[config.mk]
export PLATFORM = sky130hd
export DESIGN_NAME = ram_rd_arbiter_flat
export DESIGN_NICKNAME = d
export VERILOG_FILES = /design/src/rtl/ram_rd_arbiter_if.sv /design/src/rtl/ram_rd_arbiter.sv /design/src/flat_wrapper.sv
export SDC_FILE = /design/constraint.sdc
export NUM_CORES = 1
export LEC_CHECK = 0
export ABC_AREA = 1
export BUFFER_PORTS_ARGS = -buffer_cell sky130_fd_sc_hd__buf_2
export CAP_MARGIN = 15
export CORE_AREA = 8 8 89 91
export CTS_CLUSTER_DIAMETER = 200
export CTS_CLUSTER_SIZE = 25
export DETAILED_ROUTE_END_ITERATION = 8
export DIE_AREA = 0 0 97 99
export GPL_ROUTABILITY_DRIVEN = 0
export PLACE_DENSITY = 0.74
export SYNTH_ARGS = -nofsm -noshare
export SYNTH_HDL_FRONTEND = slang
export SYNTH_SLANG_ARGS = --single-unit
[constraint.sdc]
create_clock -name clk -period 2.3 [get_ports clk]
set_input_delay 0.345 -clock clk [delete_from_list [all_inputs] [get_ports clk]]
set_output_delay 0.345 -clock clk [all_outputs]
set_load 0.01 [all_outputs]
[src/rtl/ram_rd_arbiter_if.sv]
// ---------------------------------------------------------------------------
// ram_rd_arbiter_if
//
// Bundles the two requester channels and the memory read port of the
// 256x16 read arbiter.
//
// Signals
//   req0_addr/req1_addr    [7:0]  requester read address
//   req0_valid/req1_valid         requester request valid
//   req0_ready/req1_ready         request accepted this cycle (combinational)
//   rsp0_data/rsp1_data    [15:0] returned read data
//   rsp0_valid/rsp1_valid         single-cycle data pulse, no back-pressure
//   ram_rd_addr            [7:0]  memory read address
//   ram_rd_read                   memory read strobe
//   ram_rd_data            [15:0] memory read data
//   ram_rd_valid                  memory read data valid
//
// Modports
//   slave  : the arbiter's view (serves requesters, drives the memory port)
//   master : the environment's view (requesters plus the memory block)
// ---------------------------------------------------------------------------
interface ram_rd_arbiter_if;
  logic [7:0]  req0_addr;
  logic        req0_valid;
  logic        req0_ready;
  logic [15:0] rsp0_data;
  logic        rsp0_valid;

  logic [7:0]  req1_addr;
  logic        req1_valid;
  logic        req1_ready;
  logic [15:0] rsp1_data;
  logic        rsp1_valid;

  logic [7:0]  ram_rd_addr;
  logic        ram_rd_read;
  logic [15:0] ram_rd_data;
  logic        ram_rd_valid;

  modport slave (
    input  req0_addr, req0_valid,
    output req0_ready, rsp0_data, rsp0_valid,
    input  req1_addr, req1_valid,
    output req1_ready, rsp1_data, rsp1_valid,
    output ram_rd_addr, ram_rd_read,
    input  ram_rd_data, ram_rd_valid
  );

  modport master (
    output req0_addr, req0_valid,
    input  req0_ready, rsp0_data, rsp0_valid,
    output req1_addr, req1_valid,
    input  req1_ready, rsp1_data, rsp1_valid,
    input  ram_rd_addr, ram_rd_read,
    output ram_rd_data, ram_rd_valid
  );
endinterface

[src/rtl/ram_rd_arbiter.sv]
// ---------------------------------------------------------------------------
// ram_rd_arbiter
//
// Two-port read arbiter and sequencer for the 256x16 fixed-latency memory.
// Accepts reads from two requesters, issues at most one memory read per
// clock, tracks each in-flight read by requester ID in a tag pipeline that
// lines up with the memory's return, routes returned words to the issuing
// requester and bounds outstanding reads per requester with credit counters.
//
// Parameters
//   RD_LATENCY      memory latency, edge sampling ram_rd_read to edge
//                   driving ram_rd_valid (1..16)
//   MAX_OUTSTANDING in-flight reads allowed per requester (1..15)
//
// Ports
//   clk     in   rising-edge clock
//   areset  in   asynchronous active-high reset
//   bus     slave modport of ram_rd_arbiter_if (requesters + memory port)
//   o_err   out  sticky: memory return did not match the tag pipeline
//
// Build option
//   RAM_RD_ARB_FIXED_PRIO_EN  when defined, requester 0 always wins a tie;
//                             otherwise ties are resolved round-robin.
//
// Accept-to-response latency is RD_LATENCY+2 clocks.
// ---------------------------------------------------------------------------
module ram_rd_arbiter #(
  parameter int RD_LATENCY      = 6,
  parameter int MAX_OUTSTANDING = 4
) (
  input  logic            clk,
  input  logic            areset,
  ram_rd_arbiter_if.slave bus,
  output logic            o_err
);

  // Index of the tag stage that lines up with ram_rd_valid.
  localparam int         TAIL       = RD_LATENCY;
  localparam logic [3:0] CNT_MAX    = 4'(MAX_OUTSTANDING);
  // Mismatch detection is blanked for this many clocks after reset so that
  // returns of reads issued before reset are silently dropped.
  localparam logic [4:0] GUARD_INIT = 5'(RD_LATENCY + 1);

  // -------------------------------------------------------------------------
  // Helpers
  // -------------------------------------------------------------------------
  // Credit counter update: +1 on accept, -1 on response, hold when both.
  function automatic logic [3:0] f_credit_next(
    input logic [3:0] cnt,
    input logic       inc,
    input logic       dec
  );
    logic [3:0] nxt;
    case ({inc, dec})
      2'b10:   nxt = cnt + 4'd1;
      2'b01:   nxt = cnt - 4'd1;
      default: nxt = cnt;
    endcase
    return nxt;
  endfunction

  // -------------------------------------------------------------------------
  // State
  // -------------------------------------------------------------------------
  logic [3:0]        r_cnt0;
  logic [3:0]        r_cnt1;
  logic [7:0]        r_rd_addr;
  logic              r_rd_read;
  logic              r_issue_id;
  logic [TAIL:0]     r_tag_vld;
  logic [TAIL:0]     r_tag_id;
  logic [15:0]       r_rsp0_data;
  logic              r_rsp0_valid;
  logic [15:0]       r_rsp1_data;
  logic              r_rsp1_valid;
  logic              r_err;
  logic [4:0]        r_guard;
`ifndef RAM_RD_ARB_FIXED_PRIO_EN
  logic              r_last_grant;
`endif

  logic              w_elig0;
  logic              w_elig1;
  logic              w_grant0;
  logic              w_grant1;
  logic              w_acc0;
  logic              w_acc1;
  logic              w_tail_vld;
  logic              w_tail_id;
  logic              w_ret;
  logic              w_mismatch;

  // -------------------------------------------------------------------------
  // Arbitration
  // -------------------------------------------------------------------------
  assign w_elig0 = bus.req0_valid && (r_cnt0 < CNT_MAX);
  assign w_elig1 = bus.req1_valid && (r_cnt1 < CNT_MAX);

  // Grant selection: a lone eligible requester wins; ties go by priority mode.
  always_comb begin
    w_grant0 = 1'b0;
    w_grant1 = 1'b0;
    case ({w_elig1, w_elig0})
      2'b01: begin
        w_grant0 = 1'b1;
        w_grant1 = 1'b0;
      end
      2'b10: begin
        w_grant0 = 1'b0;
        w_grant1 = 1'b1;
      end
      2'b11: begin
`ifdef RAM_RD_ARB_FIXED_PRIO_EN
        w_grant0 = 1'b1;
        w_grant1 = 1'b0;
`else
        // last_grant=1 means requester 1 went last, so requester 0 wins.
        w_grant0 = r_last_grant;
        w_grant1 = ~r_last_grant;
`endif
      end
      default: begin
        w_grant0 = 1'b0;
        w_grant1 = 1'b0;
      end
    endcase
  end

  assign w_acc0 = bus.req0_valid & w_grant0;
  assign w_acc1 = bus.req1_valid & w_grant1;

  assign bus.req0_ready = w_grant0;
  assign bus.req1_ready = w_grant1;

`ifndef RAM_RD_ARB_FIXED_PRIO_EN
  // Round-robin history: remembers which requester was accepted last.
  always_ff @(posedge clk or posedge areset) begin
    if (areset) begin
      r_last_grant <= 1'b1;
    end else if (w_acc0) begin
      r_last_grant <= 1'b0;
    end else if (w_acc1) begin
      r_last_grant <= 1'b1;
    end else begin
      r_last_grant <= r_last_grant;
    end
  end
`endif

  // -------------------------------------------------------------------------
  // Memory read issue
  // -------------------------------------------------------------------------
  // Registered read strobe/address; the address holds when nothing is issued.
  always_ff @(posedge clk or posedge areset) begin
    if (areset) begin
      r_rd_read  <= 1'b0;
      r_rd_addr  <= 8'h00;
      r_issue_id <= 1'b0;
    end else begin
      r_rd_read  <= w_acc0 | w_acc1;
      r_issue_id <= w_acc1;
      if (w_acc0) begin
        r_rd_addr <= bus.req0_addr;
      end else if (w_acc1) begin
        r_rd_addr <= bus.req1_addr;
      end else begin
        r_rd_addr <= r_rd_addr;
      end
    end
  end

  assign bus.ram_rd_read = r_rd_read;
  assign bus.ram_rd_addr = r_rd_addr;

  // -------------------------------------------------------------------------
  // Tag pipeline
  // -------------------------------------------------------------------------
  // The issue register acts as the head; RD_LATENCY+1 further stages make the
  // tail coincide with ram_rd_valid for the read it describes.
  always_ff @(posedge clk or posedge areset) begin
    if (areset) begin
      r_tag_vld <= '0;
      r_tag_id  <= '0;
    end else begin
      r_tag_vld <= {r_tag_vld[TAIL-1:0], r_rd_read};
      r_tag_id  <= {r_tag_id[TAIL-1:0], r_issue_id};
    end
  end

  assign w_tail_vld = r_tag_vld[TAIL];
  assign w_tail_id  = r_tag_id[TAIL];
  assign w_ret      = w_tail_vld & bus.ram_rd_valid;
  assign w_mismatch = (w_tail_vld != bus.ram_rd_valid) && (r_guard == 5'd0);

  // -------------------------------------------------------------------------
  // Response routing
  // -------------------------------------------------------------------------
  // A matched return pulses the tail ID's valid; the other channel's data holds.
  always_ff @(posedge clk or posedge areset) begin
    if (areset) begin
      r_rsp0_valid <= 1'b0;
      r_rsp0_data  <= 16'h0000;
      r_rsp1_valid <= 1'b0;
      r_rsp1_data  <= 16'h0000;
    end else begin
      r_rsp0_valid <= 1'b0;
      r_rsp1_valid <= 1'b0;
      if (w_ret && !w_tail_id) begin
        r_rsp0_valid <= 1'b1;
        r_rsp0_data  <= bus.ram_rd_data;
      end else if (w_ret && w_tail_id) begin
        r_rsp1_valid <= 1'b1;
        r_rsp1_data  <= bus.ram_rd_data;
      end else begin
        r_rsp0_data  <= r_rsp0_data;
        r_rsp1_data  <= r_rsp1_data;
      end
    end
  end

  assign bus.rsp0_valid = r_rsp0_valid;
  assign bus.rsp0_data  = r_rsp0_data;
  assign bus.rsp1_valid = r_rsp1_valid;
  assign bus.rsp1_data  = r_rsp1_data;

  // -------------------------------------------------------------------------
  // Credits
  // -------------------------------------------------------------------------
  // Outstanding-read counters; the credit is returned in the response cycle.
  always_ff @(posedge clk or posedge areset) begin
    if (areset) begin
      r_cnt0 <= 4'd0;
      r_cnt1 <= 4'd0;
    end else begin
      r_cnt0 <= f_credit_next(r_cnt0, w_acc0, r_rsp0_valid);
      r_cnt1 <= f_credit_next(r_cnt1, w_acc1, r_rsp1_valid);
    end
  end

  // -------------------------------------------------------------------------
  // Error detection
  // -------------------------------------------------------------------------
  // Post-reset blanking counter, counts down to zero once.
  always_ff @(posedge clk or posedge areset) begin
    if (areset) begin
      r_guard <= GUARD_INIT;
    end else if (r_guard != 5'd0) begin
      r_guard <= r_guard - 5'd1;
    end else begin
      r_guard <= r_guard;
    end
  end

  // Sticky mismatch flag: data without a tag, or a tag without data.
  always_ff @(posedge clk or posedge areset) begin
    if (areset) begin
      r_err <= 1'b0;
    end else if (w_mismatch) begin
      r_err <= 1'b1;
    end else begin
      r_err <= r_err;
    end
  end

  assign o_err = r_err;

endmodule

[src/flat_wrapper.sv]
// flat-port wrapper written by rule: the top's interface ports become plain ports
module ram_rd_arbiter_flat 
#(
  parameter int RD_LATENCY      = 6,
  parameter int MAX_OUTSTANDING = 4
)
  (clk, areset, o_err, bus_req0_addr, bus_req0_valid, bus_req0_ready, bus_rsp0_data, bus_rsp0_valid, bus_req1_addr, bus_req1_valid, bus_req1_ready, bus_rsp1_data, bus_rsp1_valid, bus_ram_rd_addr, bus_ram_rd_read, bus_ram_rd_data, bus_ram_rd_valid);
  ram_rd_arbiter_if bus_i ();
  input  logic clk;
  input  logic areset;
  output logic o_err;
  input wire logic [$bits(bus_i.req0_addr)-1:0] bus_req0_addr;
  input wire logic [$bits(bus_i.req0_valid)-1:0] bus_req0_valid;
  output wire logic [$bits(bus_i.req0_ready)-1:0] bus_req0_ready;
  output wire logic [$bits(bus_i.rsp0_data)-1:0] bus_rsp0_data;
  output wire logic [$bits(bus_i.rsp0_valid)-1:0] bus_rsp0_valid;
  input wire logic [$bits(bus_i.req1_addr)-1:0] bus_req1_addr;
  input wire logic [$bits(bus_i.req1_valid)-1:0] bus_req1_valid;
  output wire logic [$bits(bus_i.req1_ready)-1:0] bus_req1_ready;
  output wire logic [$bits(bus_i.rsp1_data)-1:0] bus_rsp1_data;
  output wire logic [$bits(bus_i.rsp1_valid)-1:0] bus_rsp1_valid;
  output wire logic [$bits(bus_i.ram_rd_addr)-1:0] bus_ram_rd_addr;
  output wire logic [$bits(bus_i.ram_rd_read)-1:0] bus_ram_rd_read;
  input wire logic [$bits(bus_i.ram_rd_data)-1:0] bus_ram_rd_data;
  input wire logic [$bits(bus_i.ram_rd_valid)-1:0] bus_ram_rd_valid;
  assign bus_i.req0_addr = bus_req0_addr;
  assign bus_i.req0_valid = bus_req0_valid;
  assign bus_req0_ready = bus_i.req0_ready;
  assign bus_rsp0_data = bus_i.rsp0_data;
  assign bus_rsp0_valid = bus_i.rsp0_valid;
  assign bus_i.req1_addr = bus_req1_addr;
  assign bus_i.req1_valid = bus_req1_valid;
  assign bus_req1_ready = bus_i.req1_ready;
  assign bus_rsp1_data = bus_i.rsp1_data;
  assign bus_rsp1_valid = bus_i.rsp1_valid;
  assign bus_ram_rd_addr = bus_i.ram_rd_addr;
  assign bus_ram_rd_read = bus_i.ram_rd_read;
  assign bus_i.ram_rd_data = bus_ram_rd_data;
  assign bus_i.ram_rd_valid = bus_ram_rd_valid;
  ram_rd_arbiter #(.RD_LATENCY(RD_LATENCY), .MAX_OUTSTANDING(MAX_OUTSTANDING)) u_core (.clk(clk), .areset(areset), .bus(bus_i), .o_err(o_err));
endmodule
---- Yosys cells after proc, flatten, opt, wreduce, memory -nomap -nowiden ----
Cells that the tools add are included.
cells by class
  add/subtract/negate cells ............... 5
  order comparisons ....................... 2
  eq/ne operators ......................... 8
  multiplexer cells ....................... 11
  bitwise logic cells ..................... 6
  reductions and logical operators ........ 12
operator list
  cell                                                         number
  two-way mux 8 bit                                            2
  case mux 4 bit (2 select lines)                              2
  adder 4 x 1 -> 4 bit (second input constant)                 2
  equality test 2 bit (second input constant)                  4
  less-than comparator 4 x 3 -> 1 bit (second input constant)  2
  subtractor 4 x 1 -> 4 bit (second input constant)            2
  equality test 2 x 1 -> 1 bit (second input constant)         3
  nonzero test 2 bit                                           3
  logical AND 1 bit                                            5
  zero test 5 bit                                              1
  two-way mux 1 bit                                            5
  nonzero test 5 bit                                           1
  subtractor 5 x 1 -> 5 bit (second input constant)            1
  case mux 1 bit (2 select lines)                              2
  bitwise AND 1 bit                                            3
  inverter 1 bit                                               2
  AND reduction 2 bit                                          1
  zero test 1 bit                                              1
  inequality test 1 bit                                        1
  OR 1 bit                                                     1
storage, ports and cells
  register bits ........................... 73
  input port bits ......................... 37

---- Longest topological paths before layout ----
  depth in word-level cells ............... 7
  depth in mapped cells ................... 14
  depth with buffers taken out ............ 14

---- Least setup slack after synthesis ----
OpenSTA, ideal clock, no wires.
  path type ............................... register -> register
  start point ............................. register u_core.r_cnt1[3]
  end point ............................... register u_core.r_cnt1[3]
  arrival ................................. 1763 ps
  path slack .............................. 416 ps
  cell stages (with the launch flop) ...... 12
  path buffers ............................ 0
  period minus slack after synthesis ...... 1884 ps
  cell sequence ........................... dfrtp_1 > nor2_2 > nand2_2 > inv_2 > nand2_2 > ha_1 > ha_1 > nand3_1 > and2_1 > and2_1 > o21bai_1 > nand2_1
on the way
  longest elaborated chain between the ends .. 7
  elaborated cells on any way between the ends .. 12
  classes of those cells .................. add/sub: 2; order compare: 1; eq/ne: 4; mux: 2; bitwise: 1; reduce/logical: 2
RTL lines
  item                                                                          line                   RTL
  from (decl)                                                                   ram_rd_arbiter.sv:66   logic [3:0] r_cnt1;
  from (signal assigned)                                                        ram_rd_arbiter.sv:236  r_cnt1 <= f_credit_next(r_cnt1, w_acc1, r_rsp1_valid);
  less-than comparator 4 x 3 -> 1 bit                                           ram_rd_arbiter.sv:97   assign w_elig1 = bus.req1_valid && (r_cnt1 < CNT_MAX);
  logical AND 1 bit                                                             ram_rd_arbiter.sv:97
  equality test 2 bit                                                           ram_rd_arbiter.sv:103  case ({w_elig1, w_elig0})
  case mux 1 bit (2 select lines)                                               ram_rd_arbiter.sv:103
  bitwise AND 1 bit                                                             ram_rd_arbiter.sv:130  assign w_acc1 = bus.req1_valid & w_grant1;
  equality test 2 x 1 -> 1 bit / equality test 2 bit (equally long branches)    ram_rd_arbiter.sv:54   case ({inc, dec})
  case mux 4 bit (2 select lines) / nonzero test 2 bit (equally long branches)  --
Several ways; a longest one is shown, not always the timed one.
A chain may end at the register's enable or synchronous reset.

---- Final worst setup path ----
  start point ............................. register u_core.r_cnt0[2]
  end point ............................... register u_core.r_cnt1[3]
on the way
  longest elaborated chain between the ends .. 7
  elaborated cells on any way between the ends .. 10
  classes of those cells .................. order compare: 1; eq/ne: 4; mux: 2; bitwise: 1; reduce/logical: 2
RTL lines
  item                                                                          line                   RTL
  from (decl)                                                                   ram_rd_arbiter.sv:65   logic [3:0] r_cnt0;
  from (signal assigned)                                                        ram_rd_arbiter.sv:235  r_cnt0 <= f_credit_next(r_cnt0, w_acc0, r_rsp0_valid);
  less-than comparator 4 x 3 -> 1 bit *                                         ram_rd_arbiter.sv:96   assign w_elig0 = bus.req0_valid && (r_cnt0 < CNT_MAX);
  logical AND 1 bit *                                                           ram_rd_arbiter.sv:96
  equality test 2 bit                                                           ram_rd_arbiter.sv:103
  case mux 1 bit (2 select lines) *                                             ram_rd_arbiter.sv:103
  bitwise AND 1 bit *                                                           ram_rd_arbiter.sv:130
  equality test 2 x 1 -> 1 bit / equality test 2 bit (equally long branches)    ram_rd_arbiter.sv:54
  case mux 4 bit (2 select lines) / nonzero test 2 bit (equally long branches)  --
Mark *: on every way between the ends. The rest lies on a longest branch, timed or not.

==> flow_summary.toml <==
[timing]
clock-skew-final_ps = 9.686
timing.final.crit_period_ps = 2092
holdWs_ps = 38.68
timing.slew.headroom_pct = 63.59
rsz0062_at_grt = "false"
setup-violations-final = 0
timing.setup.tns_ps = 0
worst_slew_pin_slew_ps = 545.3
finalHoldViolations = 0
timing.final.crit_share_pct = 90.94
finalMaxSlewViolations = 0
clock.fmax_mhz = 478.1

[cells_and_area]
areaGrowthSynthToFinish_pct = 24.39
antenna_cells = 0
multi_input_area_um2 = 902.1
ff_latch_area_um2 = 1832
final_layout_size_suffix_gt1_share_pct = 32.03
nets = 425
fill_cells = 576

[setup_path]
critical_path.cell_chain = "inv_2, nand3_4, inv_4, nand2_2, nand2_2, ha_1, ha_1, a21oi_1, and2_1, nor2_1, o21bai_1, nand2_1"
setup.worst_path.end_class = "flip-flop"
reg2reg_slack_ps = 210
crit_arrival_ps = 2320
critPathKind = "reg2reg"
cp.required_ps = 2530
cp_max_fo = 4
critPathMaxStageDelay_ps = 410
startpoint_type = "flip-flop"
critical-path-slowest-cell = "sky130_fd_sc_hd__dfrtp_1"

[clocking]
tritoncts = "built"
post_cts.resized_instances = 0
largest_buffer_count_on_any_clock_path = 2
clk_pin_slew_ps = 80
count_of_h_tree_levels_built_during_cts = 3
cts_num_sinks = 73
post_cts.repair.setup_buffers = 0
clockRootBuffer = "sky130_fd_sc_hd__clkbuf_8"
tritoncts.num_buffers = 9
hold_buffers = 0
clock_insertion_delay_worst_skew_ps = 350

[routing]
detail-route-antenna-nets = 0
wirelength_um = 6046
post-route-drc-count = 0
initialDrtViolationCount = 53
first_pass_iters = 4
vias = 2197
vias_per_cell = 4.735
routed_length_per_placed_instance_um = 13.03

[synthesis]
yosys-mux-area-fraction_pct = 0
simple_gate_share_of_the_synthesized_area_pct = 17.40
post_synth_xor_area_fraction_pct = 1.493
synth-seq-cells = 73
avgSynthCellArea_um2 = 10.15
synthesis.nets = 335
synth_compound_area_share_pct = 7.761
synth_fa_ha_area_share_pct = 4.094
post_synth_inst_count = 289
yosysSeqAreaShare_pct = 62.43
synth_area_um2 = 2934
ys_warn_count = 0
synth_top_family_by_area = "simple AND/OR/NAND/NOR gates"
number_of_library_cell_types_mapped_by_synthesis = 31

[placed_design]
port_buffers = 82
hpwl_um = 4424

[pwr]
vdd.ir_drop.worst_v = 0.0007516
powerDensity_nw_per_um2 = 1299
p_leak_uw = 0.002000

[global_route]
grt_max_degree = 50
grt_pass1_wl_um = 10450
globalRoute.totalOverflow = 0
first_global_vias = 2373
antenna_violations_before_repair = 0
track_usage_pct = 13.14

[floorplan]
dieHeight_um = 99
starting_density_pct = 44.67
pin_count = 83
dieArea_um2 = 9603
fp.coreArea_um2 = 6569
die_w_um = 97
core.rowCount = 30

[status]
outcome = "complete, no violations"

[worst_hold_path]
worst_hold_path_type = "in2async"

[run]
max_cap_violations = 0
per-layer routing:
metal / GRT usage [%] / share of wire, % / vias to the layer above
met1: 14.67 / 44 / 1031
met3: 4.899 / 7.5 / 9
met4: 7.101 / 2.1 / 0
li1: - / - / 1087
met2: 21.35 / 46 / 70
met5: 0 / 0 / -
layout by cell type (no fill, tap or decap), types with 2 or more instances in the layout:
master                     netlist  routed
sky130_fd_sc_hd__and2_1          2       2
sky130_fd_sc_hd__a21oi_1         3       3
sky130_fd_sc_hd__xnor2_1         2       2
sky130_fd_sc_hd__o21ai_1        11      11
sky130_fd_sc_hd__dfstp_2         4       4
sky130_fd_sc_hd__xor2_1          3       3
sky130_fd_sc_hd__nand3_1        16      16
sky130_fd_sc_hd__o21ai_0        26      26
sky130_fd_sc_hd__nor2_1          7       7
sky130_fd_sc_hd__nand2_1        70      70
sky130_fd_sc_hd__a31oi_1         2       2
sky130_fd_sc_hd__inv_2           4       5
sky130_fd_sc_hd__ha_1            8       8
sky130_fd_sc_hd__buf_2           4      82
sky130_fd_sc_hd__dfrtp_1        69      69
sky130_fd_sc_hd__nor2_2          2       2
sky130_fd_sc_hd__nand2_2         5       5
sky130_fd_sc_hd__clkbuf_8        0      11
sky130_fd_sc_hd__clkinv_2        0       3
sky130_fd_sc_hd__buf_4           0       2
sky130_fd_sc_hd__nand4_1         3       3
sky130_fd_sc_hd__inv_1          36      35
synth_stat cells, drive strengths merged:
master / count / area [um2]
o21bai: 1 / 7.510
xor2: 3 / 26.28
a31oi: 2 / 12.51
and2: 2 / 12.51
nand2: 77 / 325.3
fa: 1 / 20.02
inv: 42 / 165.2
ha: 8 / 100.1
nor2: 10 / 50.05
dfstp: 4 / 105.1
or2: 1 / 6.260
nand4: 3 / 18.77
a21o: 1 / 7.510
buf: 5 / 31.28
nand3: 17 / 97.60
dfrtp: 69 / 1727
xnor2: 2 / 17.52
clkbuf: 1 / 3.750
a21oi: 3 / 15.01
o21ai: 37 / 185.2
power by group:
part / total (uW) / internal [uW] / leakage, uW / switching (uW)
logic: 1610 / 662 / 0.000990 / 952
registers: 2110 / 1820 / 0.000900 / 283
clock network: 1020 / 556 / 0.000109 / 464
total: 4740 / 3040 / 0.00200 / 1700
critical path: cells and delay by family (launching register included):
| family | cells | cell delay (ps) |
|---|---|---|
| simple gates | 6 | 510 |
| fa+ha+maj | 2 | 570 |
| buf+inv | 2 | 200 |
| flops | 1 | 410 |
| compound gates | 2 | 300 |
cell families after synthesis:
family / after synthesis
flops: 73
buf+inv: 48
compound gates: 44
xor+xnor: 5
simple gates: 110
fa+ha+maj: 9
per-stage QoR:
stage / worst slack [ps] / cell area (um2) / total power, uW / std cells / util [%]
global route: 68.57 / 3650 / 5114 / 464 / 55.56
global placement: 353.9 / 3445 / 3704 / 448 / 52.44
detailed placement: 237.7 / 3445 / 3780 / 448 / 52.44
finish: 208.4 / 3650 / 4742 / 464 / 55.56
CTS: 217.0 / 3650 / 4820 / 464 / 55.56
floorplan: 108.3 / 2934 / 3137 / 289 / -
worst paths after layout:
path	start	end	depth (start not counted)
worst max-delay path	u_core.r_cnt0[2]$_DFFE_PP0P_	u_core.r_cnt1[3]$_DFFE_PP0P_	12
worst min-delay path	areset	u_core.r_cnt0[2]$_DFFE_PP0P_	2
worst max register to register	u_core.r_cnt0[2]$_DFFE_PP0P_	u_core.r_cnt1[3]$_DFFE_PP0P_	12
worst min register to register	u_core.r_tag_vld[4]$_DFF_PP0_	u_core.r_tag_vld[5]$_DFF_PP0_	0
max in group asynchronous	areset	u_core.r_guard[1]$_DFFE_PP1N_	3
min in group clk	bus_req1_addr[5]	u_core.bus.ram_rd_addr[5]$_DFFE_PP0P_	3
sequential cells by signal (all words and copies together), names as in the netlist:
signal	cells
u_core.bus.rsp0_data	16
u_core.r_cnt1	4
u_core.r_guard	5
u_core.bus.rsp1_valid	1
u_core.bus.rsp1_data	16
u_core.o_err	1
u_core.bus.ram_rd_read	1
u_core.bus.ram_rd_addr	8
u_core.r_tag_id	7
u_core.r_last_grant	1
u_core.r_issue_id	1
u_core.r_tag_vld	7
u_core.r_cnt0	4
u_core.bus.rsp0_valid	1
layout make-up:
type                    instances  area share, %
clock buffers                  11          4.148
well taps                      80          2.743
flip-flops and latches         73          50.19
multi-input cells             168          24.72
repair buffers                 85          12.20
inverters                      42          4.525
clock inverters                 5          1.474
Power figures use the tool's default switching activity.
